===== src/rtl/msu_pkg.sv =====
`default_nettype none
// ============================================================================
// msu_pkg : shared state encoding, error-bit indices and beat-count helpers
// Rev 1.0
// ============================================================================
package msu_pkg;

  typedef enum logic [1:0] {
    IDLE    = 2'd0,
    COLLECT = 2'd1,
    PRESENT = 2'd2
  } msu_state_e;

  localparam int ERR_SIZE = 0;
  localparam int ERR_KEEP = 1;
  localparam int ERR_TCHK = 2;
  localparam int ERR_W    = 3;

  function automatic int axi_out_count(input int t_len, input int sq_bits, input int axi_len);
    return (t_len / axi_len) + (sq_bits / axi_len);
  endfunction

  function automatic int axi_bytes_per_txn(input int beats, input int axi_len);
    return (beats * axi_len) / 8;
  endfunction

endpackage
`default_nettype wire


===== src/rtl/msu_result_unpack_if.sv =====
`default_nettype none
// ============================================================================
// msu_result_unpack_if : MSU output stream plus result valid/ready handshake
// Rev 1.0
// ============================================================================
interface msu_result_unpack_if
  import msu_pkg::*;
#(
  parameter int AXI_LEN     = 32,
  parameter int T_LEN       = 64,
  parameter int SQ_OUT_BITS = 1024
);
  logic                     s_axis_tvalid;
  logic                     s_axis_tready;
  logic [AXI_LEN-1:0]       s_axis_tdata;
  logic [AXI_LEN/8-1:0]     s_axis_tkeep;
  logic                     res_valid;
  logic                     res_ready;
  logic [T_LEN-1:0]         res_t;
  logic [SQ_OUT_BITS-1:0]   res_sq;
  logic [ERR_W-1:0]         res_err;

  // master: stream producer and result consumer
  modport master (
    output s_axis_tvalid, s_axis_tdata, s_axis_tkeep, res_ready,
    input  s_axis_tready, res_valid, res_t, res_sq, res_err
  );

  modport slave (
    input  s_axis_tvalid, s_axis_tdata, s_axis_tkeep, res_ready,
    output s_axis_tready, res_valid, res_t, res_sq, res_err
  );
endinterface
`default_nettype wire


===== src/rtl/msu_axis_deser.sv =====
`default_nettype none
// ============================================================================
// msu_axis_deser : LSW-first shift-in deserialiser with beat counter
// Rev 1.0
// ============================================================================
module msu_axis_deser #(
  parameter int WIDTH = 32,
  parameter int BEATS = 6
) (
  input  wire logic                     clk,
  input  wire logic                     reset_n,
  input  wire logic                     clear,
  input  wire logic                     shift_en,
  input  wire logic [WIDTH-1:0]         din,
  output logic      [WIDTH*BEATS-1:0]   data_next,
  output logic                          done
);
  localparam int BUF_W = WIDTH * BEATS;
  localparam int CNT_W = $clog2(BEATS + 1);

  logic [BUF_W-1:0] r_buf;
  logic [CNT_W-1:0] r_count;

  // data_next is the buffer as it will look once the current beat is taken
  generate
    if (BEATS > 1) begin : g_multi
      assign data_next = {din, r_buf[BUF_W-1:WIDTH]};
    end else begin : g_single
      assign data_next = din;
    end
  endgenerate

  assign done = shift_en && (r_count == CNT_W'(BEATS - 1));

  always_ff @(posedge clk) begin
    if (!reset_n) begin
      r_buf   <= '0;
      r_count <= '0;
    end else begin
      if (shift_en) begin
        r_buf <= data_next;
      end
      if (clear) begin
        r_count <= '0;
      end else if (shift_en) begin
        r_count <= r_count + CNT_W'(1);
      end
    end
  end
endmodule
`default_nettype wire


===== src/rtl/msu_result_unpack.sv =====
`default_nettype none
// ============================================================================
// msu_result_unpack : collects one MSU result frame and presents it to the host
// Optional t-check build macro: MSU_RESULT_TCHECK_EN            Rev 1.0
// ============================================================================
module msu_result_unpack
  import msu_pkg::*;
#(
  parameter int AXI_LEN           = 32,
  parameter int C_XFER_SIZE_WIDTH = 32,
  parameter int T_LEN             = 64,
  parameter int SQ_OUT_BITS       = 1024
) (
  input  wire logic                          clk,
  input  wire logic                          reset_n,
  input  wire logic                          start_xfer,
  input  wire logic [C_XFER_SIZE_WIDTH-1:0]  xfer_size_in_bytes,
  input  wire logic [T_LEN-1:0]              exp_t_final,
  output logic                               busy,
  msu_result_unpack_if.slave                 bus
);
  localparam int AXI_OUT_COUNT = axi_out_count(T_LEN, SQ_OUT_BITS, AXI_LEN);
  localparam int BUF_W         = AXI_OUT_COUNT * AXI_LEN;
  localparam logic [C_XFER_SIZE_WIDTH-1:0] XFER_BYTES =
      C_XFER_SIZE_WIDTH'(axi_bytes_per_txn(AXI_OUT_COUNT, AXI_LEN));

  localparam logic [1:0] S_IDLE    = IDLE;
  localparam logic [1:0] S_COLLECT = COLLECT;
  localparam logic [1:0] S_PRESENT = PRESENT;

  logic [1:0]             r_state;
  logic                   w_arm;
  logic                   w_shift;
  logic                   w_done;
  logic                   w_tchk;
  logic [BUF_W-1:0]       w_buf_next;
  logic [ERR_W-1:0]       r_err;
  logic [T_LEN-1:0]       r_res_t;
  logic [SQ_OUT_BITS-1:0] r_res_sq;

  assign w_shift = bus.s_axis_tvalid && (r_state == S_COLLECT);
  assign w_arm   = start_xfer &&
                   ((r_state == S_IDLE) || ((r_state == S_PRESENT) && bus.res_ready));

  msu_axis_deser #(
    .WIDTH (AXI_LEN),
    .BEATS (AXI_OUT_COUNT)
  ) u_deser (
    .clk       (clk),
    .reset_n   (reset_n),
    .clear     (w_arm),
    .shift_en  (w_shift),
    .din       (bus.s_axis_tdata),
    .data_next (w_buf_next),
    .done      (w_done)
  );

  always_ff @(posedge clk) begin
    if (!reset_n) begin
      r_state <= S_IDLE;
    end else begin
      case (r_state)
        S_IDLE:    if (start_xfer) r_state <= S_COLLECT;
        S_COLLECT: if (w_done) r_state <= S_PRESENT;
        S_PRESENT: if (bus.res_ready) r_state <= start_xfer ? S_COLLECT : S_IDLE;
        default:   r_state <= S_IDLE;
      endcase
    end
  end

`ifdef MSU_RESULT_TCHECK_EN
  logic [T_LEN-1:0] r_exp_t;

  always_ff @(posedge clk) begin
    if (!reset_n) begin
      r_exp_t <= '0;
    end else if (w_arm) begin
      r_exp_t <= exp_t_final;
    end
  end

  // evaluated against the incoming buffer so the flag is ready on PRESENT entry
  assign w_tchk = (w_buf_next[T_LEN-1:0] != r_exp_t);
`else
  logic unused_exp_t;
  assign unused_exp_t = ^exp_t_final;
  assign w_tchk       = 1'b0;
`endif

  always_ff @(posedge clk) begin
    if (!reset_n) begin
      r_err <= '0;
    end else if (w_arm) begin
      r_err           <= '0;
      r_err[ERR_SIZE] <= (xfer_size_in_bytes != XFER_BYTES);
    end else if (w_shift) begin
      if (bus.s_axis_tkeep != '1) begin
        r_err[ERR_KEEP] <= 1'b1;
      end
      if (w_done) begin
        r_err[ERR_TCHK] <= w_tchk;
      end
    end
  end

  always_ff @(posedge clk) begin
    if (!reset_n) begin
      r_res_t  <= '0;
      r_res_sq <= '0;
    end else if (w_done) begin
      r_res_t  <= w_buf_next[T_LEN-1:0];
      r_res_sq <= w_buf_next[T_LEN +: SQ_OUT_BITS];
    end
  end

  assign bus.s_axis_tready = (r_state == S_COLLECT);
  assign bus.res_valid     = (r_state == S_PRESENT);
  assign bus.res_t         = r_res_t;
  assign bus.res_sq        = r_res_sq;
  assign bus.res_err       = r_err;
  assign busy              = (r_state != S_IDLE);
endmodule
`default_nettype wire


===== src/flat_wrapper.sv =====
// flat-port wrapper written by rule: the top's interface ports become plain ports
module msu_result_unpack_flat import msu_pkg::*;
#(
  parameter int AXI_LEN           = 32,
  parameter int C_XFER_SIZE_WIDTH = 32,
  parameter int T_LEN             = 64,
  parameter int SQ_OUT_BITS       = 1024
)
  (clk, reset_n, start_xfer, xfer_size_in_bytes, exp_t_final, busy, bus_s_axis_tvalid, bus_s_axis_tdata, bus_s_axis_tkeep, bus_res_ready, bus_s_axis_tready, bus_res_valid, bus_res_t, bus_res_sq, bus_res_err);
  msu_result_unpack_if #(.AXI_LEN(AXI_LEN), .T_LEN(T_LEN), .SQ_OUT_BITS(SQ_OUT_BITS)) bus_i ();
  input  wire logic clk;
  input  wire logic reset_n;
  input  wire logic start_xfer;
  input  wire logic [C_XFER_SIZE_WIDTH-1:0] xfer_size_in_bytes;
  input  wire logic [T_LEN-1:0] exp_t_final;
  output logic busy;
  input wire logic [$bits(bus_i.s_axis_tvalid)-1:0] bus_s_axis_tvalid;
  input wire logic [$bits(bus_i.s_axis_tdata)-1:0] bus_s_axis_tdata;
  input wire logic [$bits(bus_i.s_axis_tkeep)-1:0] bus_s_axis_tkeep;
  input wire logic [$bits(bus_i.res_ready)-1:0] bus_res_ready;
  output wire logic [$bits(bus_i.s_axis_tready)-1:0] bus_s_axis_tready;
  output wire logic [$bits(bus_i.res_valid)-1:0] bus_res_valid;
  output wire logic [$bits(bus_i.res_t)-1:0] bus_res_t;
  output wire logic [$bits(bus_i.res_sq)-1:0] bus_res_sq;
  output wire logic [$bits(bus_i.res_err)-1:0] bus_res_err;
  assign bus_i.s_axis_tvalid = bus_s_axis_tvalid;
  assign bus_i.s_axis_tdata = bus_s_axis_tdata;
  assign bus_i.s_axis_tkeep = bus_s_axis_tkeep;
  assign bus_i.res_ready = bus_res_ready;
  assign bus_s_axis_tready = bus_i.s_axis_tready;
  assign bus_res_valid = bus_i.res_valid;
  assign bus_res_t = bus_i.res_t;
  assign bus_res_sq = bus_i.res_sq;
  assign bus_res_err = bus_i.res_err;
  msu_result_unpack #(.AXI_LEN(AXI_LEN), .C_XFER_SIZE_WIDTH(C_XFER_SIZE_WIDTH), .T_LEN(T_LEN), .SQ_OUT_BITS(SQ_OUT_BITS)) u_core (.clk(clk), .reset_n(reset_n), .start_xfer(start_xfer), .xfer_size_in_bytes(xfer_size_in_bytes), .exp_t_final(exp_t_final), .busy(busy), .bus(bus_i));
endmodule

===== config.mk =====
export PLATFORM = sky130hd
export DESIGN_NAME = msu_result_unpack_flat
export DESIGN_NICKNAME = d
export VERILOG_FILES = /design/src/rtl/msu_pkg.sv /design/src/rtl/msu_result_unpack_if.sv /design/src/rtl/msu_axis_deser.sv /design/src/rtl/msu_result_unpack.sv /design/src/flat_wrapper.sv
export SDC_FILE = /design/constraint.sdc
export NUM_CORES = 2
export LEC_CHECK = 0
export BUFFER_PORTS_ARGS = -buffer_cell sky130_fd_sc_hd__buf_2
export CORE_AREA = 2 2 482 484
export DETAILED_ROUTE_END_ITERATION = 8
export DIE_AREA = 0 0 484 486
export REMOVE_ABC_BUFFERS = 1
export SLEW_MARGIN = 15
export SYNTH_ARGS = -nofsm -noshare
export SYNTH_HDL_FRONTEND = slang
export SYNTH_SLANG_ARGS = --single-unit

===== constraint.sdc =====
create_clock -name clk -period 1.95 [get_ports clk]
set_clock_uncertainty 0.2 [all_clocks]
set_input_delay 0.195 -clock clk [delete_from_list [all_inputs] [get_ports clk]]
set_output_delay 0.195 -clock clk [all_outputs]
set_load 0.05 [all_outputs]

# Yosys cells after proc, flatten, opt, wreduce, memory -nomap -nowiden
# Cells that the tools add are included.
# classes
add_sub_neg	1
n_mux	5
n_eq_ne	8
bitwise	1
n_reduce_logical	10
# op_table
operator	count
$ne A32 B8 Y1 const B	1
$add A6 B1 Y6 const B	1
$eq A6 B6 Y1 const B	1
$mux W2	3
$pmux W2 S3	1
$logic_and A1 B1 Y1	4
$ne A2 B2 Y1 const B	2
$ne A4 B4 Y1 const B	1
$reduce_and A3 Y1	1
$eq A2 B1 Y1 const B	1
$eq A2 B2 Y1 const B	1
$logic_not A2 Y1	1
$ne A2 B1 Y1 const B	1
$reduce_and A2 Y1	1
$reduce_bool A2 Y1	1
$reduce_or A2 Y1	1
$logic_or A1 B1 Y1	1
$mux W1	1
$not A1 Y1	1
# word_totals
register_bits	2186
word_cells	32
out_inout_bits	1094
in_bits	137

# Logic depth before layout (Yosys ltp)
# depth
word_depth	5
depth_mapped	9
ltp_nobuf	5

# Cells and area by module
# From an unflattened synthesis, not the netlist that was laid out.
# unflattened
hier_cells	7006
hier_area_um2	80821.3
# modules_own_cells
mod	instances	cells_per_inst	area_per_inst_um2	seq_area_each_um2
msu_result_unpack	1	3542	40935.5	21861.0
msu_axis_deser	1	3464	39885.8	21260.4

# Least setup slack after synthesis
# Ideal clock, no wire load.
# synth_path
path_type	flip-flop to flip-flop
start	register u_core.u_deser.r_count[0]
end	register u_core.r_res_sq[754] (netlist: u_core.bus.res_sq[754])
setup_ps	70
arrival_ps	1784
path_slack_ps	-104
required_time_ps	1680
synth_period_minus_slack_ps	2054
path_stages_with_launch	9
path_buffers	4
path_cell_list	dfxtp_1 ha_1 and2_1 buf_2 buf_2 clkbuf_1 buf_1 nand4_1 a21oi_1
# synth_via
elab_chain_cells	2
# synth_lines
item	line_no	text
from (decl)	msu_axis_deser.sv:22	logic [CNT_W-1:0] r_count;
from (signal assigned)	msu_axis_deser.sv:46	r_count <= r_count + CNT_W'(1);
$eq A6 B6 Y1	msu_axis_deser.sv:33	assign done = shift_en && (r_count == CNT_W'(BEATS - 1));
$logic_and A1 B1 Y1	msu_axis_deser.sv:33	
to (signal assigned)	msu_result_unpack.sv:112	r_res_sq <= w_buf_next[T_LEN +: SQ_OUT_BITS];
to (decl)	msu_result_unpack.sv:39	logic [SQ_OUT_BITS-1:0] r_res_sq;
# Every way passes these cells.
# A chain may end at the register's enable or synchronous reset.

# Worst setup path after layout
# layout_path
start	register u_core.u_deser.r_count[2]
end	register u_core.r_res_sq[712] (netlist: u_core.bus.res_sq[712])
# The elaborated chain is that of the path after synthesis.

==> results.sh <==
export IMPL_async_reset_ff_share_pct=0
export IMPL_ys_top_cells_by_area="dfxtp_1, a21oi_1, o31ai_1"
export IMPL_p_switching_mw=21.5
export IMPL_dp_hpwl_mm=191
export IMPL_path_clk_slew_ps=60
export IMPL_fin_cells=14061
export IMPL_synth_main_ff_cell="dfxtp_1"
export IMPL_grt_pass1_wl_mm=435
export IMPL_place_inst=13472
export IMPL_clock_sinks=2154
export IMPL_core_area_sq_um=229000
export IMPL_ant_nets=0
export IMPL_grt_pass1_vias=73268
export IMPL_finalSetupViolations=2179
export IMPL_seq_area_frac_synth_pct=52.6
export IMPL_worst_slew_pin_slew_ps=831
export IMPL_vias=79557
export IMPL_drv_cap=0
export IMPL_insertion_delay_ps=880
export IMPL_gr_total_overflow=0
export IMPL_hold_path_class="input pin to register"
export IMPL_ys_ff_latch=2154
export IMPL_yosysMostFrequentCell="dfxtp_1"
export IMPL_syn_avg_cell_area_sq_um=8.33
export IMPL_violations="setup timing"
export IMPL_cts_root_buf="clkbuf_16"
export IMPL_row_count=176
export IMPL_intPower_mw=70.8
export IMPL_crit_arrival_ps=2800
export IMPL_outcome="complete, but fails checks"
export IMPL_die_y_um=486
export IMPL_fin_crit_ps=2250
export IMPL_drtIter0Drc=6827
export IMPL_finalNetCount=10987
export IMPL_cts_made_buffers=219
export IMPL_maxSlewHeadroom_pct=44.6
export IMPL_switching_share_pct=23.3
export IMPL_pwr_share_seq_pct=47.7
export IMPL_worst_slack_ps=-297
export IMPL_slew_violations=0
export IMPL_synth_top_cell_area_share_pct=52.6
export IMPL_drc=0
export IMPL_firstDrtPassIters=6
export IMPL_tritoncts="done"
export IMPL_io_pin_count=1231
export IMPL_cp_max_fo=54
export IMPL_period_share_pct=115
export IMPL_die_w_um=484
export IMPL_grt_max_degree=171
export IMPL_startpoint="u_core.u_deser.r_count[2]"
export IMPL_synth_edf_count=0
export IMPL_antenna_found_initial=3
export IMPL_final_area_sq_um=105000
export IMPL_power_density_nw_per_um2=881
export IMPL_place_gp_congestion=0.895
export IMPL_grtUsageTotal_pct=22.8
export IMPL_yosysUniqueCellTypes=37
export IMPL_clock_path_buffers=3
export IMPL_synth_top_cell_by_area="dfxtp_1"
export IMPL_synth_area_sq_um=82000
export IMPL_clkPwrFrac_pct=47.3
export IMPL_rsz0062_at_grt="true"
export IMPL_synthTopCellsByCount="dfxtp_1, a21oi_1, nand2_1"
export IMPL_totalWireLength_mm=292
export IMPL_numPortBuffers=1165
export IMPL_wl_per_cell_um=20.8
export IMPL_hold_viol=0
export IMPL_drive_above_1_share_pct=20.5
export IMPL_max_freq_mhz=445
export IMPL_worstHoldStart="start_xfer"
export IMPL_power_frac_comb_pct=4.9
export IMPL_r2r_start="u_core.u_deser.r_count[2]"
export IMPL_cts_htree_levels=4
export IMPL_place_area_sq_um=94200
export IMPL_viasPerCell=5.66
export IMPL_worst_ep_required_time_ps=2500
export IMPL_endpoint_kind="register"
export IMPL_peakVddDrop_mv=0.751
export IMPL_worstSetupPathType="register to register"
export IMPL_crit_path_start_kind="register"
export IMPL_synth_yosys_warnings=0
export IMPL_dpl_worst_slack_ps=-242
export IMPL_die_area_sq_um=235000
export IMPL_leakage_nw=36.9
export IMPL_start_util_pct=35.8
export IMPL_area_growth_pct=27.8
export IMPL_syn_inst=9843
-- registers in the layout, indices dropped and copies added, names as in the netlist --
register and flops:
u_core.u_deser.r_count 6, u_core.bus.res_err 2, u_core.u_deser.r_buf 1056, u_core.r_state 2, u_core.bus.res_t 64, u_core.bus.res_sq 1024
-- kinds of logic after synthesis --
family	Yosys count	synth area share, %
adder cells (fa/ha/maj)	2	0.0305
other	1	0.00457
AND/OR/NAND/NOR	3235	18.2
AO/OA/AOI/OAI	3246	23.1
buffers and inverters	1203	6.01
flip-flops	2154	52.6
XOR/XNOR	2	0.0214
-- power by group through the flow --
stage | registers, mW | clock network [mW] | logic (mW)
after floorplan | 45.0 | 0 | 1.24
final | 44.1 | 43.7 | 4.55
after detailed placement | 45.1 | 0 | 3.85
after CTS | 44.1 | 44.5 | 4.16
after global routing | 44.0 | 46.3 | 4.82
after global placement | 45.0 | 0 | 3.82
-- layout make-up --
type / instances / area, sq um
Clock buffer: 328 / 6620
Clock inverter: 76 / 943
Tap cell: 3026 / 3790
Multi-Input combinational cell: 6486 / 34200
Timing Repair Buffer: 1984 / 16100
Antenna cell: 4 / 10.0
Inverter: 3 / 26.3
Fill cell: 22171 / 125000
Sequential cell: 2154 / 43100
-- routing by layer --
metal	up-vias	share of wire, %	track usage (%)
li1	37547	-	-
met4	0	5.5	12.1
met5	-	0	0
met3	604	6.6	3.90
met2	2921	46	35.9
met1	38485	42	29.9
-- final timing paths --
| kind | to | slack, ps | cells after the start |
|---|---|---|---|
| setup reg to reg | u_core.bus.res_sq[712] | -300 | 5 |
| setup / recovery | u_core.bus.res_sq[712] | -300 | 5 |
| hold / removal | u_core.r_state[0] | 180 | 5 |
| hold reg to reg | u_core.u_deser.r_buf[220] | 220 | 2 |
-- what timing repair did --
action,in CTS,in global routing
resized for setup,61,129
setup buffers,6,16
pin swaps,7,20
endpoints found under the hold margin,1064,0
gates cloned,6,24
hold buffers,130,0
endpoints found under the setup margin,2418,2814
-- layout by cell type (no fill, tap or decap), types with 3 or more instances in the layout --
cell | synthesis | layout
inv_6 | 0 | 3
diode_2 | 0 | 4
bufinv_16 | 0 | 14
clkbuf_1 | 965 | 42
buf_8 | 0 | 10
nor4_1 | 6 | 6
a21oi_2 | 0 | 8
buf_6 | 34 | 45
clkinv_16 | 0 | 4
buf_2 | 124 | 1161
clkinv_2 | 0 | 39
inv_16 | 0 | 3
o31ai_4 | 0 | 3
nand2_1 | 2114 | 2114
nand4_1 | 1091 | 1091
o31ai_2 | 0 | 25
clkinvlp_4 | 0 | 8
buf_12 | 0 | 206
buf_16 | 0 | 25
bufbuf_16 | 0 | 4
inv_8 | 0 | 3
dlygate4sd3_1 | 0 | 130
nor2_1 | 4 | 4
dfxtp_1 | 2154 | 2151
dfxtp_4 | 0 | 3
a21oi_1 | 2150 | 2142
clkbuf_16 | 0 | 245
clkbuf_8 | 0 | 62
o31ai_1 | 1090 | 1062
buf_4 | 2 | 382
-- metrics by stage --
stage                     setup TNS [ps]  hold slack, ps  total power, mW  util [%]
after floorplan                        -             126             46.3         -
after global placement           -144190             242             48.9      41.0
after detailed placement         -160420             248             48.9      41.0
after CTS                        -272770            38.8             92.8      45.1
after global routing             -419940             145             95.2      45.7
final                            -283140             179             92.3      45.7
-- critical path: stages (launching register included) --
cell and delay (ps):
dfxtp_1 310, or4b_4 590, buf_12 210, buf_12 290, o31ai_1 260, a21oi_1 110
Power figures use the tool's default switching activity.
